--- config.mk ---
export PLATFORM = sky130hd
export DESIGN_NAME = key_unlock_ctrl
export DESIGN_NICKNAME = d
export VERILOG_FILES = /design/src/rtl/key_unlock_pkg.sv /design/src/rtl/key_unlock_ctrl_rr_arb.sv /design/src/rtl/key_unlock_ctrl.sv
export SDC_FILE = /design/constraint.sdc
export NUM_CORES = 1
export LEC_CHECK = 0
export CAP_MARGIN = 20
export CORE_AREA = 3 3 82 69
export DETAILED_ROUTE_END_ITERATION = 8
export DIE_AREA = 0 0 85 72
export PLACE_DENSITY = 0.66
export SYNTH_ARGS = -nofsm -noshare
export SYNTH_HDL_FRONTEND = slang
export SYNTH_SLANG_ARGS = --single-unit
--- constraint.sdc ---
create_clock -name clk -period 5.6 [get_ports clk]
set_input_delay 0.56 -clock clk [delete_from_list [all_inputs] [get_ports clk]]
set_output_delay 0.56 -clock clk [all_outputs]
set_load 0.005 [all_outputs]
--- src/rtl/key_unlock_pkg.sv ---
// key_unlock_pkg: state encoding and key-match rule shared by key_unlock_ctrl and its bench-facing logic
package key_unlock_pkg;
    typedef enum logic [2:0] {WAKE, IDLE, CHECK, UNLOCKED, LOCKOUT} state_t;
    localparam logic [7:0] KEY_MASK  = 8'hA5;
    localparam logic [7:0] KEY_VALUE = 8'h84;
    function automatic logic key_match(input logic [7:0] k);
        return (k & KEY_MASK) == KEY_VALUE;
    endfunction
endpackage

--- src/rtl/key_unlock_ctrl_rr_arb.sv ---
// rr_arb: round-robin arbiter
//   clk, rstn : clock, synchronous active-low reset (priority back to requester 0)
//   req       : request vector
//   adv       : advance strobe; moves priority past the current winner
//   gnt       : combinational one-hot winner (zero when no request)
module rr_arb #(
    parameter int N = 4
) (
    input  logic         clk,
    input  logic         rstn,
    input  logic [N-1:0] req,
    input  logic         adv,
    output logic [N-1:0] gnt
);
    localparam int PW = $clog2(N);
    logic [PW-1:0] ptr, idx, gidx;
    // Scan from lowest to highest priority so the highest-priority hit is written last.
    always_comb begin
        gnt  = '0;
        gidx = '0;
        idx  = '0;
        for (int k = N - 1; k >= 0; k--) begin
            idx = PW'((int'(ptr) + k) % N);
            if (req[idx]) begin
                gnt       = '0;
                gnt[idx]  = 1'b1;
                gidx      = idx;
            end
        end
    end
    always_ff @(posedge clk) begin
        if (!rstn)
            ptr <= '0;
        else if (adv)
            ptr <= (int'(gidx) == N - 1) ? '0 : gidx + 1'b1;
    end
endmodule

--- src/rtl/key_unlock_ctrl.sv ---
// key_unlock_ctrl: arbitrated key check with failure lockout
//   clk, rstn  : clock, synchronous active-low reset
//   req, key   : per-requester level request and 8-bit key (requester i at key[8*i+7:8*i])
//   relock     : only with KEY_UNLOCK_CTRL_RELOCK_EN; returns UNLOCKED to IDLE
//   gnt        : one-hot grant pulse
//   done, pass : one-cycle result strobe and result
//   unlocked, locked_out, fail_cnt : status levels
module key_unlock_ctrl
    import key_unlock_pkg::*;
#(
    parameter int NREQ        = 4,
    parameter int MAX_FAIL    = 3,
    parameter int LOCK_CYCLES = 16
) (
    input  logic              clk,
    input  logic              rstn,
    input  logic [NREQ-1:0]   req,
    input  logic [NREQ*8-1:0] key,
`ifdef KEY_UNLOCK_CTRL_RELOCK_EN
    input  logic              relock,
`endif
    output logic [NREQ-1:0]   gnt,
    output logic              done,
    output logic              pass,
    output logic              unlocked,
    output logic              locked_out,
    output logic [3:0]        fail_cnt
);
    state_t state, nstate;
    logic [1:0] wake_sr;
    logic [7:0] timer, key_q, sel_key;
    logic [NREQ-1:0] arb_gnt, gnt_d;
    logic [3:0] fail_inc, fail_d;
    logic adv, match, relock_i, done_d, pass_d, unl_d, lo_d;
`ifdef KEY_UNLOCK_CTRL_RELOCK_EN
    assign relock_i = relock;
`else
    assign relock_i = 1'b0;
`endif
    assign adv      = (state == IDLE) && |req;
    assign match    = key_match(key_q);
    assign fail_inc = (fail_cnt == 4'(MAX_FAIL)) ? fail_cnt : fail_cnt + 4'd1;
    rr_arb #(.N(NREQ)) u_arb (
        .clk  (clk),
        .rstn (rstn),
        .req  (req),
        .adv  (adv),
        .gnt  (arb_gnt)
    );
    always_comb begin
        sel_key = '0;
        for (int i = 0; i < NREQ; i++)
            sel_key = sel_key | (key[8*i +: 8] & {8{arb_gnt[i]}});
    end
    always_ff @(posedge clk) begin
        if (!rstn) begin
            state   <= WAKE;
            wake_sr <= '0;
            timer   <= '0;
            key_q   <= '0;
        end else begin
            state   <= nstate;
            wake_sr <= {wake_sr[0], 1'b1};
            timer   <= (state == CHECK) ? 8'(LOCK_CYCLES - 1) :
                       (state == LOCKOUT && timer != 8'd0) ? timer - 8'd1 : timer;
            key_q   <= adv ? sel_key : key_q;
        end
    end
    // WAKE leaves on the edge that fills the second shift-register stage.
    always_comb begin
        nstate = state;
        case (state)
            WAKE:     nstate = (wake_sr == 2'b01) ? IDLE : WAKE;
            IDLE:     nstate = |req ? CHECK : IDLE;
            CHECK:    nstate = match ? UNLOCKED : (fail_inc == 4'(MAX_FAIL)) ? LOCKOUT : IDLE;
            UNLOCKED: nstate = relock_i ? IDLE : UNLOCKED;
            LOCKOUT:  nstate = (timer == 8'd0) ? IDLE : LOCKOUT;
            default:  nstate = WAKE;
        endcase
    end
    always_comb begin
        gnt_d  = (state == IDLE) ? arb_gnt : '0;
        done_d = state == CHECK;
        pass_d = done_d && match;
        unl_d  = nstate == UNLOCKED;
        lo_d   = nstate == LOCKOUT;
        fail_d = (state == CHECK) ? (match ? 4'd0 : fail_inc) :
                 ((state inside {LOCKOUT, UNLOCKED}) && nstate == IDLE) ? 4'd0 : fail_cnt;
    end
    always_ff @(posedge clk) begin
        if (!rstn) begin
            gnt        <= '0;
            done       <= 1'b0;
            pass       <= 1'b0;
            unlocked   <= 1'b0;
            locked_out <= 1'b0;
            fail_cnt   <= '0;
        end else begin
            gnt        <= gnt_d;
            done       <= done_d;
            pass       <= pass_d;
            unlocked   <= unl_d;
            locked_out <= lo_d;
            fail_cnt   <= fail_d;
        end
    end
endmodule

==> results.yml <==
run_status:
  outcome: "finished clean"
clocking:
  htreeDepth: 2
  clk_path_buf_depth: 2
  clock_sinks: 31
  clk_pin_slew_worst_paths_ns: 0.06
  ctsRootBufferMaster: "clkbuf_8"
  cts_tree: "done"
  postCtsSetupRepairBufs: 0
  clk-insertion-delay-late_ns: 0.28
  ctsHoldBuffers: 0
  cts_resized: 0
  cts_buffers: 5
worst_setup_path:
  r2r_cells: 7
  r2r-start: "u_arb.ptr[0]$_SDFFE_PN0P_"
  max_stage_delay_ns: 0.82
  critPathBufInv: 1
  cp_max_fo: 21
  worst_setup_path_end_kind: "flip-flop"
  rrSetupSlack_ns: 2.64
  crit_type: "reg2reg"
  slowest_stage: "dfxtp_1"
  regToRegEndpoint: "key_q[7]$_SDFFE_PN0P_"
  cp.required_ns: 5.75
  start_kind: "flip-flop"
  cp.arrival_ns: 3.10
  crit_chain: "inv_1 -> ha_1 -> mux4_2 -> nor4bb_1 -> a2111o_1 -> a31oi_1 -> a41oi_1"
  path_delay_family: "flip-flops"
detailed_routing:
  ant_nets: 0
  drt_wl_total_um: 4416
  drtIter0Drc: 101
  drc: 0
  num_vias: 1804
  wl_per_cell_um: 13.59
  avgViaCountPerCell: 5.551
  firstDrtPassIters: 4
min_path:
  min_path_cells: 1
  min_path_type: "reg2reg"
  hp-start: "wake_sr[0]$_DFF_P_"
  hold_end: "wake_sr[1]$_SDFF_PN0_"
yosys:
  synth_seq_cells: 31
  syn_avg_cell_area_um2: 8.307
  synthFlopType: "dfxtp_1"
  yosysWarnings: 0
  synth_cell_type_count: 49
  synthArstFlopShare: 0
  syn_inst: 233
  syn_area_um2: 1936
  ys_seq_area_frac: 0.3206
  synth_edf_count: 0
  synth_fp_nets: 277
finish:
  area_growth_pct: 23.21
  layout-drive-gt1-share: 0.06464
  fin_nets: 307
  multiInputGateArea_um2: 1231
  n_fill_cell: 472
  diodes: 0
  layoutNonFillerInstCount: 325
  seq_area_um2: 620.6
  final_cell_mix: "clkdlybuf4s50_1, dfxtp_1, nor2_1, nand2_1, nand3_1"
  final_common_cell: "clkdlybuf4s50_1"
sta:
  fin_tns_setup_ns: 0
  worstMarginPinSlew_ns: 0.7663
  finalCritPeriodShare: 0.5278
  slew_viol_final: 0
  finClkSkew_ns: 0.008327
  final_hold_viol_count: 0
  rsz0062_at_grt: "no"
  period_needed_ns: 2.956
  setup_viol: 0
  relSlewSlack: 0.4884
  fmax_mhz: 338.3
place:
  gp_congestion: 0.8149
  port-buffer-count: 33
  dp.cells: 318
  dp.final_hpwl_um: 3276
job:
  max_cap_violations: 0
pwr:
  power_density_nw_per_um2: 238.9
  p_total_mw: 0.5698
  ir_worst_vdd_mv: 0.1332
  p_leak_nw: 0.8353
floorplanning:
  std_cell_rows: 23
  fp.dieW_um: 85
  core-area_um2: 4921
  start_util: 0.3933
  ioPinCount: 50
  fp.dieH_um: 72
  dieArea_um2: 6120
grt:
  gr-usage-all-layers: 0.1574
  overflow: 0
  grt_pass1_wl_um: 7755
  grt_max_degree: 22
  antenna_found_initial: 0
  grt_pass1_vias: 1602
==> cell type report <==
cell class / instances / area share
well taps: 62 / 0.03253
clock inverters: 1 / 0.002099
multi-input cells: 183 / 0.5163
inverters: 8 / 0.01259
clock buffers: 6 / 0.03463
repair buffers: 34 / 0.1417
flip-flops and latches: 31 / 0.2602
==> stage by stage <==
| step | setup slack, ns | util | cell area [um2] | hold WS (ns) |
|---|---|---|---|---|
| 2_1_floorplan | 3.114 | - | 1936 | 0.4211 |
| 3_3_place_gp | 2.666 | 0.4668 | 2297 | 0.4373 |
| 3_5_place_dp | 2.638 | 0.4668 | 2297 | 0.4442 |
| 4_1_cts | 2.632 | 0.4846 | 2385 | 0.4602 |
| 5_1_grt | 2.351 | 0.4846 | 2385 | 0.4759 |
| 6_report | 2.644 | 0.4846 | 2385 | 0.4602 |
==> state kept, by name, summed over array words and instances (netlist names), 2 cells and up <==
register	flops
state	3
wake_sr	2
u_arb.ptr	2
gnt	4
fail_cnt	4
key_q	4
timer	8
==> cells in the mapped netlist (3+ instances only) <==
| master | number | area [um2] |
|---|---|---|
| nor4bb_1 | 3 | 30.03 |
| o22ai_1 | 8 | 50.05 |
| a2111o_1 | 3 | 33.78 |
| dfxtp_1 | 31 | 620.6 |
| nand2_1 | 20 | 75.07 |
| buf_2 | 4 | 20.02 |
| ha_1 | 6 | 75.07 |
| a31oi_1 | 5 | 31.28 |
| nor4_1 | 3 | 18.77 |
| mux2i_1 | 5 | 50.05 |
| nand2b_1 | 12 | 75.07 |
| o21ai_0 | 11 | 55.05 |
| nor3b_1 | 3 | 22.52 |
| nand3_1 | 14 | 70.07 |
| nor3_1 | 8 | 40.04 |
| nor2_1 | 20 | 75.07 |
| nor2b_1 | 5 | 31.28 |
| a41oi_1 | 4 | 35.03 |
| a21oi_1 | 10 | 50.05 |
| inv_1 | 8 | 30.03 |
| clkbuf_1 | 5 | 18.77 |
| xor2_1 | 5 | 43.79 |
| o21a_1 | 3 | 22.52 |
| mux4_2 | 4 | 90.09 |
==> layer usage <==
| layer | track usage | part of all wire | up-vias | wire (um) |
|---|---|---|---|---|
| met5 | 0 | 0 | - | 0 |
| met4 | 0.03691 | 0.0068 | 0 | 30 |
| met3 | 0.05902 | 0.073 | 4 | 321 |
| met2 | 0.2112 | 0.40 | 54 | 1771 |
| met1 | 0.2360 | 0.52 | 820 | 2293 |
| li1 | - | - | 926 | - |
==> worst reg2reg max path: cells and delay by family, from the launching register on <==
family	cells	cell delay (ns)
muxes	1	0.38
buffers and inverters	1	0.20
AOI/OAI and AO/OA	3	0.80
and+or+nand+nor	1	0.17
adders and majority gates	1	0.46
DFF	1	0.82
==> worst max-delay path by stage <==
stage                                    from               endpoint  depth (start not counted)
floorplan           u_arb.ptr[1]$_SDFFE_PN0P_  key_q[0]$_SDFFE_PN0P_                          9
global placement    u_arb.ptr[0]$_SDFFE_PN0P_  key_q[0]$_SDFFE_PN0P_                          7
detailed placement  u_arb.ptr[0]$_SDFFE_PN0P_  key_q[2]$_SDFFE_PN0P_                          7
CTS                 u_arb.ptr[0]$_SDFFE_PN0P_  key_q[2]$_SDFFE_PN0P_                          7
global route        u_arb.ptr[0]$_SDFFE_PN0P_  key_q[2]$_SDFFE_PN0P_                          7
finish              u_arb.ptr[0]$_SDFFE_PN0P_  key_q[7]$_SDFFE_PN0P_                          7
==> cells by family (layout without fill, tap and decap cells) <==
group,Yosys count,count (layout),share of synthesized area
flip-flops,31,31,0.3206
AO/OA/AOI/OAI,58,58,0.2062
buffers and inverters,19,49,0.04331
AND/OR/NAND/NOR,103,103,0.2857
adder cells (fa/ha/maj),6,6,0.03878
XOR/XNOR,6,6,0.02715
multiplexers,10,10,0.07822
==> where the power goes <==
part	switching, mW	internal, mW	leakage (nW)
logic	0.0814	0.0721	0.536
clock network	0.0766	0.0961	0.0470
registers	0.0132	0.230	0.252
No activity file was read; power rests on OpenSTA's default activity.
